===== src/rtl/f_pc_control_if.sv =====
// Fetch-side bundle between decode/hazard logic, instruction memory and the PC controller.
// The master modport belongs to the driving pipeline side, and the slave modport to f_pc_control.
interface f_pc_control_if;
  logic        i_pc_id_valid;
  logic [1:0]  i_pc_jump;
  logic [2:0]  i_pc_bop;
  logic [31:0] i_pc_rs_data;
  logic [31:0] i_pc_rt_data;
  logic [15:0] i_pc_imm;
  logic [25:0] i_pc_target;
  logic [31:0] i_pc_idpc4;
  logic        i_pc_stall;
  logic        i_pc_imem_ready;
  logic [31:0] o_pc_addr;
  logic        o_pc_valid;
  logic        o_pc_flush;
  logic        o_pc_taken;
  logic        o_pc_misalign;

  modport master (
    output i_pc_id_valid, i_pc_jump, i_pc_bop, i_pc_rs_data, i_pc_rt_data,
           i_pc_imm, i_pc_target, i_pc_idpc4, i_pc_stall, i_pc_imem_ready,
    input  o_pc_addr, o_pc_valid, o_pc_flush, o_pc_taken, o_pc_misalign
  );

  modport slave (
    input  i_pc_id_valid, i_pc_jump, i_pc_bop, i_pc_rs_data, i_pc_rt_data,
           i_pc_imm, i_pc_target, i_pc_idpc4, i_pc_stall, i_pc_imem_ready,
    output o_pc_addr, o_pc_valid, o_pc_flush, o_pc_taken, o_pc_misalign
  );
endinterface


===== src/rtl/f_pc_control.sv =====
// Fetch PC controller: it issues fetch requests with a valid/ready handshake and resolves decode-stage redirects.
// A redirect that arrives while a fetch is outstanding is held in a pending register until the next accept.
module f_pc_control #(
  parameter logic [31:0] RESET_PC = 32'h0000_0000
) (
  input logic           clk,
  input logic           reset,
  f_pc_control_if.slave pc
);

  typedef enum logic [1:0] {
    IDLE  = 2'd0,
    REQ   = 2'd1,
    STALL = 2'd2
  } state_e;

  state_e      state_q, state_d;
  logic [31:0] pc_q, pc_d;
  logic [31:0] pendTarget_q, pendTarget_d;
  logic        pendValid_q, pendValid_d;

  logic        taken;
  logic        redirectNow;
  logic        fetchValid;
  logic        accept;
  logic [31:0] branchTarget;
  logic [31:0] jumpTarget;
  logic [31:0] jrTarget;
  logic [31:0] redirectTarget;

  always_comb begin
    branchTarget   = pc.i_pc_idpc4 + {{14{pc.i_pc_imm[15]}}, pc.i_pc_imm, 2'b00};
    jumpTarget     = {pc.i_pc_idpc4[31:28], pc.i_pc_target, 2'b00};
    jrTarget       = {pc.i_pc_rs_data[31:2], 2'b00};
    taken          = 1'b0;
    redirectTarget = branchTarget;
    case (pc.i_pc_jump)
      2'b00: begin
        case (pc.i_pc_bop)
          3'b001:  taken = (pc.i_pc_rs_data == pc.i_pc_rt_data);
          3'b010:  taken = (pc.i_pc_rs_data != pc.i_pc_rt_data);
          default: taken = 1'b0;
        endcase
      end
      2'b01: begin
        taken          = 1'b1;
        redirectTarget = jumpTarget;
      end
      2'b10: begin
        taken          = 1'b1;
        redirectTarget = jrTarget;
      end
      default: taken = 1'b0;
    endcase
  end

  // Gate with reset so that every combinational output reads zero while reset is held.
  assign redirectNow = ~reset & pc.i_pc_id_valid & ~pc.i_pc_stall & taken;
  assign fetchValid  = (state_q == REQ);
  assign accept      = fetchValid & pc.i_pc_imem_ready;

  assign pc.o_pc_addr     = pc_q;
  assign pc.o_pc_valid    = fetchValid;
  assign pc.o_pc_taken    = redirectNow;
  assign pc.o_pc_flush    = redirectNow | (pendValid_q & accept);
  assign pc.o_pc_misalign = redirectNow & (pc.i_pc_jump == 2'b10) & (|pc.i_pc_rs_data[1:0]);

  always_comb begin
    state_d      = state_q;
    pc_d         = pc_q;
    pendValid_d  = pendValid_q;
    pendTarget_d = pendTarget_q;
    case (state_q)
      IDLE:    state_d = REQ;
      REQ:     if (accept) state_d = pc.i_pc_stall ? STALL : REQ;
      STALL:   if (!pc.i_pc_stall) state_d = REQ;
      default: state_d = IDLE;
    endcase
    // An older pending redirect wins over one resolved in the same accept cycle.
    if (accept) begin
      if (pendValid_q)      pc_d = pendTarget_q;
      else if (redirectNow) pc_d = redirectTarget;
      else                  pc_d = pc_q + 32'd4;
      pendValid_d = 1'b0;
    end else if (redirectNow) begin
      pendValid_d  = 1'b1;
      pendTarget_d = redirectTarget;
    end
  end

  always_ff @(posedge clk or posedge reset) begin
    if (reset) begin
      state_q      <= IDLE;
      pc_q         <= RESET_PC;
      pendValid_q  <= 1'b0;
      pendTarget_q <= 32'd0;
    end else begin
      state_q      <= state_d;
      pc_q         <= pc_d;
      pendValid_q  <= pendValid_d;
      pendTarget_q <= pendTarget_d;
    end
  end

endmodule


===== src/flat_wrapper.sv =====
// flat-port wrapper written by rule: the top's interface ports become plain ports
module f_pc_control_flat 
#(
  parameter logic [31:0] RESET_PC = 32'h0000_0000
)
  (clk, reset, pc_i_pc_id_valid, pc_i_pc_jump, pc_i_pc_bop, pc_i_pc_rs_data, pc_i_pc_rt_data, pc_i_pc_imm, pc_i_pc_target, pc_i_pc_idpc4, pc_i_pc_stall, pc_i_pc_imem_ready, pc_o_pc_addr, pc_o_pc_valid, pc_o_pc_flush, pc_o_pc_taken, pc_o_pc_misalign);
  f_pc_control_if pc_i ();
  input logic clk;
  input logic reset;
  input wire logic [$bits(pc_i.i_pc_id_valid)-1:0] pc_i_pc_id_valid;
  input wire logic [$bits(pc_i.i_pc_jump)-1:0] pc_i_pc_jump;
  input wire logic [$bits(pc_i.i_pc_bop)-1:0] pc_i_pc_bop;
  input wire logic [$bits(pc_i.i_pc_rs_data)-1:0] pc_i_pc_rs_data;
  input wire logic [$bits(pc_i.i_pc_rt_data)-1:0] pc_i_pc_rt_data;
  input wire logic [$bits(pc_i.i_pc_imm)-1:0] pc_i_pc_imm;
  input wire logic [$bits(pc_i.i_pc_target)-1:0] pc_i_pc_target;
  input wire logic [$bits(pc_i.i_pc_idpc4)-1:0] pc_i_pc_idpc4;
  input wire logic [$bits(pc_i.i_pc_stall)-1:0] pc_i_pc_stall;
  input wire logic [$bits(pc_i.i_pc_imem_ready)-1:0] pc_i_pc_imem_ready;
  output wire logic [$bits(pc_i.o_pc_addr)-1:0] pc_o_pc_addr;
  output wire logic [$bits(pc_i.o_pc_valid)-1:0] pc_o_pc_valid;
  output wire logic [$bits(pc_i.o_pc_flush)-1:0] pc_o_pc_flush;
  output wire logic [$bits(pc_i.o_pc_taken)-1:0] pc_o_pc_taken;
  output wire logic [$bits(pc_i.o_pc_misalign)-1:0] pc_o_pc_misalign;
  assign pc_i.i_pc_id_valid = pc_i_pc_id_valid;
  assign pc_i.i_pc_jump = pc_i_pc_jump;
  assign pc_i.i_pc_bop = pc_i_pc_bop;
  assign pc_i.i_pc_rs_data = pc_i_pc_rs_data;
  assign pc_i.i_pc_rt_data = pc_i_pc_rt_data;
  assign pc_i.i_pc_imm = pc_i_pc_imm;
  assign pc_i.i_pc_target = pc_i_pc_target;
  assign pc_i.i_pc_idpc4 = pc_i_pc_idpc4;
  assign pc_i.i_pc_stall = pc_i_pc_stall;
  assign pc_i.i_pc_imem_ready = pc_i_pc_imem_ready;
  assign pc_o_pc_addr = pc_i.o_pc_addr;
  assign pc_o_pc_valid = pc_i.o_pc_valid;
  assign pc_o_pc_flush = pc_i.o_pc_flush;
  assign pc_o_pc_taken = pc_i.o_pc_taken;
  assign pc_o_pc_misalign = pc_i.o_pc_misalign;
  f_pc_control #(.RESET_PC(RESET_PC)) u_core (.clk(clk), .reset(reset), .pc(pc_i));
endmodule

===== config.mk =====
export PLATFORM = sky130hd
export DESIGN_NAME = f_pc_control_flat
export DESIGN_NICKNAME = d
export VERILOG_FILES = /design/src/rtl/f_pc_control_if.sv /design/src/rtl/f_pc_control.sv /design/src/flat_wrapper.sv
export SDC_FILE = /design/constraint.sdc
export NUM_CORES = 1
export LEC_CHECK = 0
export BUFFER_PORTS_ARGS = -buffer_cell sky130_fd_sc_hd__buf_2
export CAP_MARGIN = 10
export CORE_UTILIZATION = 55
export CTS_CLUSTER_SIZE = 12
export DETAILED_ROUTE_END_ITERATION = 10
export PLACE_DENSITY_LB_ADDON = 0.12
export SYNTH_ARGS = -nofsm -noshare
export SYNTH_HDL_FRONTEND = slang
export SYNTH_SLANG_ARGS = --single-unit
export TNS_END_PERCENT = 5

===== constraint.sdc =====
create_clock -name clk -period 9.5 [get_ports clk]
set_input_delay 1.9 -clock clk [delete_from_list [all_inputs] [get_ports clk]]
set_output_delay 1.9 -clock clk [all_outputs]
set_load 0.01 [all_outputs]

* Yosys cells after proc, flatten, opt, wreduce, memory -nomap -nowiden
Index checks and enable logic that the tools add are counted.
** Operators by class
- Add/sub/neg operators :: 2
- Multiply operators :: 0
- Divide/modulo/power cells :: 0
- Order comparisons :: 0
- Equal/unequal tests :: 10
- Shifts and indexed selects :: 0
- Mux-type cells :: 11
- Bitwise operators :: 11
- Reduce and logical (&&, ||, !) cells :: 7
** Operators with widths (number)
- $mux 32 :: 2
- $pmux 32 s2 :: 1
- $add 32x3->32 const B :: 1
- $add 32x32->32 :: 1
- $eq 32x32->1 :: 1
- $ne 32x32->1 :: 1
- $and 1x1->1 :: 7
- $mux 2 :: 3
- $pmux 2 s3 :: 1
- $eq 2x1->1 const B :: 2
- $eq 2x2->1 const B :: 2
- $logic_not 2->1 :: 2
- $ne 2x2->1 const B :: 2
- $pmux 1 s2 :: 2
- $reduce_and 2->1 :: 2
- $reduce_or 2->1 :: 2
- $eq 3x1->1 const B :: 1
- $eq 3x2->1 const B :: 1
- $not 1->1 :: 3
- $mux 1 :: 2
- $reduce_bool 2->1 :: 1
- $or 1x1->1 :: 1
** Storage, ports and cells
- Flip-flop bits (word level) :: 67
- Bits in latches :: 0
- Memory bits (writable) :: 0
- Bits in read-only memories :: 0
- Word-level logic and storage cells :: 45
- Memories :: 0

* Longest topological paths before layout
- Depth after elaboration :: 6
- Gate-level depth with buffers :: 12
- Gate-level depth less buffers :: 12

* Worst setup path after synthesis
No wires, ideal clock.
- Kind :: input to output
- Start point :: in pc_i_pc_rs_data[29]
- End point :: out pc_o_pc_misalign
- Arrival :: 3.942 ns
- Data required time :: 7.600 ns
- Setup slack :: 3.658 ns
- Cell stages on the path :: 10
- Buffers on the path :: 3
- Cells stage by stage :: xor2_1 -> nor4_1 -> nand4_1 -> or4b_1 -> a21oi_2 -> or2_1 -> buf_6 -> buf_12 -> buf_4 -> o211a_1
** Between the ends
- Cells in the longest elaborated chain, start to end :: 6
- Elaborated cells between the ends (all ways) :: 7
- Those cells by class :: eq/ne (2); mux (2); bitwise (3)
** Ends and longest elaborated chain
- start: declaration :: RTL line flat_wrapper.sv:13 : input wire logic [$bits(pc_i.i_pc_rs_data)-1:0] pc_i_pc_rs_data;
- $ne 32x32->1 / $eq 32x32->1 (equally long branches) :: RTL line f_pc_control.sv:41, f_pc_control.sv:40
- $pmux 1 s2 * :: RTL line f_pc_control.sv:39 : case (pc.i_pc_bop)
- $pmux 1 s2 * :: RTL line f_pc_control.sv:37 : case (pc.i_pc_jump)
- $and 1x1->1 * :: RTL line f_pc_control.sv:58 : assign redirectNow = ~reset & pc.i_pc_id_valid & ~pc.i_pc_stall & taken;
- net pc_o_pc_taken :: RTL line flat_wrapper.sv:23 : output wire logic [$bits(pc_i.o_pc_taken)-1:0] pc_o_pc_taken;
- $and 1x1->1 * (2 in series) :: RTL line f_pc_control.sv:66 : assign pc.o_pc_misalign = redirectNow & (pc.i_pc_jump == 2'b10) & (|pc.i_pc_rs_data[1:0]);
- end: declaration :: RTL line flat_wrapper.sv:24 : output wire logic [$bits(pc_i.o_pc_misalign)-1:0] pc_o_pc_misalign;
The timed path passes the listed nets; every way through them passes the cells marked *.

* Worst setup path after layout
- Start point :: in pc_i_pc_rs_data[6]
- End point :: out pc_o_pc_misalign
** Between the ends
- Cells in the longest elaborated chain, start to end :: 6
- Elaborated cells between the ends (all ways) :: 7
- Those cells by class :: eq/ne (2); mux (2); bitwise (3)
** Ends and longest elaborated chain (RTL line)
- $ne 32x32->1 / $eq 32x32->1 (equally long branches) :: f_pc_control.sv:41, f_pc_control.sv:40
- $pmux 1 s2 * :: f_pc_control.sv:39
- $pmux 1 s2 * :: f_pc_control.sv:37
- $and 1x1->1 * :: f_pc_control.sv:58
- $and 1x1->1 * (2 in series) :: f_pc_control.sv:66
Mark *: on every way between the ends. The rest lies on a longest branch, timed or not.

==> results <==
- The flow ran to the end, and the final reports show no timing, DRC or antenna violations.
- The starting utilization of the core area is 0.577.
- The aggregate global-route resource usage is 0.359.
- The endpoint of the worst hold path is u_core.pendTarget_q[20].
- The reg2reg setup slack is approximately 6.7 ns.
- The total number of yosys warnings is 0.
- Across the run, the number of max-cap violations was 0.
- The top cell types in the final layout, fill and taps aside, are buf_2 (183), nand2_1 (74), o21ai_0 (72).
- Row generation in the floorplan step produced 37 rows.
- The violation count after the first detailed-route iteration is about 600.
- The die area is ~11000 um^2.
- The setup fix buffers added after clock tree synthesis is 0.
- The pin count of the biggest net entering global routing is 68.
- STA classifies the critical path startpoint as an input pin.
- Leaving out fill and tap cells, the most frequent cell in the layout is buf_2.
- The global-route wire length before repair is 31.7 mm.
- The average instance in the mapped netlist occupies a little under 8 um^2.
- The number of enable-type register cells in the synthesized netlist is 0.
- The smallest setup slack after layout is 2.86 ns.
- Measured along the x axis, the die boundary spans around 110 um.
- The worst hold-check path type is reg -> reg.
- The synthesized netlist net count is around 940.
- The remaining antenna violation count is 0.
- The post-route DRC violation count is 0.
- Setup total negative slack on the finished layout was measured at 0 ns.
- The total number of vias is 6693.
- Measured on the finished design, the core utilization comes to 0.688.
- The primary flip-flop cell chosen by synthesis mapping is dfrtp_1.
- The cell count after placement is about 1000.
- After clock tree synthesis, the flow added hold-fix buffers numbering 0.
- STA puts the critical path data required time at ~7.6 ns.
- Setup repair after global routing left no endpoint under its margin.
- The count of cells in the finished layout, fillers not included, comes to 1064.
- The reg-to-reg endpoint is u_core.pc.o_pc_addr[28].
- From synthesis to final layout, the design area changed by 19.1%.
- Setup violations remaining at the end of the flow were counted as 0.
- The worst register-to-register path has a depth of 9.
- In the routed layout, each cell is associated on average with a via count of approximately 6.3.
- The post-layout minimum cycle time is ~6.6 ns.
- The top-level I/O count is ~180.
- On the final layout, the worst clock skew is just over 0.009 ns.
- After the last flow step, the layout net total stands at approximately 1100.
- The synthesized instance count is 760.
- OpenSTA, run right after detailed placement, puts the worst setup slack at about 2.9 ns.
- The average wire per standard cell is between 15 and 20 um.
- In this run the critical register-to-register path is launched from u_core.pc.o_pc_addr[2].
- The largest fanout on the critical path is 16.
- The worst setup path is captured at an output port.
- The total overflow left after global routing is 0.
- TritonCTS built the clock tree.
- The highest achievable clock rate is roughly 150 MHz.
- The number of antenna violations at the first check in global routing is 1.
- The power per cell area is around 180 nW/um^2.
- The die height is ~110 um.
- The kind of critical path is in -> out.
- The sum of routed wire length over all layers is about 20 mm.
- For this run, the register share of the synthesized area comes to 0.278.
- The count of buffers inserted at the top-level ports is 183.
- The multi-input combinational cells in the finished layout cover a total of between 4000 and 5000 um^2.
- In the final layout, the share of cells above drive strength 1 is 0.242.
- The startpoint of the most critical hold path is u_core.pendTarget_q[20].
- The root cell of the clock tree is clkbuf_8.
- The actual transition at the worst max-transition pin is around 0.87 ns.
- The maximum ir drop on the vdd rail is 0.115 mV.
- The core region is between 10000 and 15000 um^2.
- Data on the critical path arrives at its endpoint at 4.74 ns.
- The analysis attributes to cell leakage a power of between 3 and 4 nW.
- The synthesized cell area is 6040 um^2.
- Counting every sink on the clock net gives 67.
- The synthesized design contains between 60 and 70 register bits.
- Routability-driven placement finished with a final weighted congestion of just under 1.
- The number of gates resized after CTS was 0.
- The clock passes through at most 2 buffers.
- Fill cells in the final layout number just over 900.
- The max-slew violation total from the final report is 0.
- The number of global-route vias before repair was 6158.
- The detailed placer's ending HPWL is 15.5 mm.
- The sequential cell area in the final layout is 1680 um^2.
- Measured against its own limit, the worst slew margin works out to 0.423.
- The number of clock buffers added by TritonCTS is 9.
- The first TritonRoute pass finished after 6 iterations.
- The count of cell types in the netlist is 63.
- The clock-pin slew on the worst setup and hold paths is approximately 0.070 ns.
- The final-report hold violation count is 0.
- The async set or reset register ratio after synthesis is 1.00.
- The number of cells on the worst hold path is 2.
- The clock tree synthesis step divided the H-tree into 3 levels.
- The later pin in the worst-skew pair is clocked with a latency of around 0.36 ns.
- The final critical-path share of the clock period is 0.699.
==> state kept, by name (all words and copies together), names as in the netlist <==
signal and cells:
u_core.pendTarget_q 32, u_core.pc.o_pc_addr 32, u_core.pendValid_q 1, u_core.state_q 2
==> layout make-up <==
type | instances | share of cell area
Timing Repair Buffer | 194 | 0.139
Clock buffer | 11 | 0.0197
Tap cell | 136 | 0.0237
Antenna cell | 1 | 0.000348
Inverter | 16 | 0.00835
Multi-Input combinational cell | 634 | 0.569
Sequential cell | 67 | 0.233
Clock inverter | 5 | 0.00731
==> report_power, final <==
part           total (mW)  switching [mW]  internal [mW]  leakage, nW
Clock               0.239           0.112          0.127       0.0991
Sequential          0.511           0.117          0.395        0.822
Combinational       0.558           0.314          0.243         2.41
==> stage by stage <==
stage | power [mW] | hold WS [ns] | area, um^2
2_1_floorplan | 0.843 | 0.442 | 6040
3_3_place_gp | 1.04 | 0.457 | 7000
3_5_place_dp | 1.06 | 0.465 | 7000
4_1_cts | 1.30 | 0.479 | 7190
5_1_grt | 1.39 | 0.499 | 7190
6_report | 1.31 | 0.485 | 7190
==> worst max path at each step <==
stage | startpoint | slack, ns | to
finish | pc_i_pc_rs_data[6] | 2.86 | pc_o_pc_misalign
global route | pc_i_pc_rs_data[6] | 2.72 | pc_o_pc_misalign
CTS | pc_i_pc_rs_data[6] | 2.90 | pc_o_pc_misalign
detailed placement | pc_i_pc_rs_data[6] | 2.91 | pc_o_pc_misalign
global placement | pc_i_pc_rs_data[6] | 2.96 | pc_o_pc_misalign
floorplan | pc_i_pc_rs_data[29] | 3.66 | pc_o_pc_misalign
==> worst max-delay path: stages <==
cell	delay (ns)
buf_2	0.11
xor2_1	0.21
nor4_1	0.44
nand4_1	0.17
or4b_1	0.59
a21oi_2	0.34
or2_1	0.60
o211a_1	0.25
buf_2	0.12
==> synthesized netlist by cell type (all sizes together) (15+ instances only) <==
library cell   n  area (um^2)
clkbuf        28          105
inv           16         60.1
dfrtp         67         1680
xnor2         22          193
nor3          17         85.1
nand3         27          135
ha            34          425
nor2          63          239
a21oi         73          373
buf           15          106
xor2          41          359
nand2         74          278
o21ai         72          360
==> metal layers <==
metal | track usage | vias up | part of all wire
met5 | 0 | - | 0
met4 | 0.148 | 0 | 0.036
met3 | 0.0413 | 48 | 0.078
met2 | 0.576 | 378 | 0.46
met1 | 0.491 | 3139 | 0.43
li1 | - | 3128 | -
==> cells by family (layout without fill, tap and decap cells) <==
group / Yosys count / count (layout) / synth area share
simple gates: 260 / 260 / 0.208
mux: 14 / 14 / 0.0247
other cells: 0 / 1 / 0
xor+xnor: 63 / 63 / 0.0914
flops: 67 / 67 / 0.278
compound gates: 262 / 262 / 0.280
fa+ha+maj: 35 / 35 / 0.0738
buf+inv: 59 / 226 / 0.0450
No activity file was read; power rests on OpenSTA's default activity.
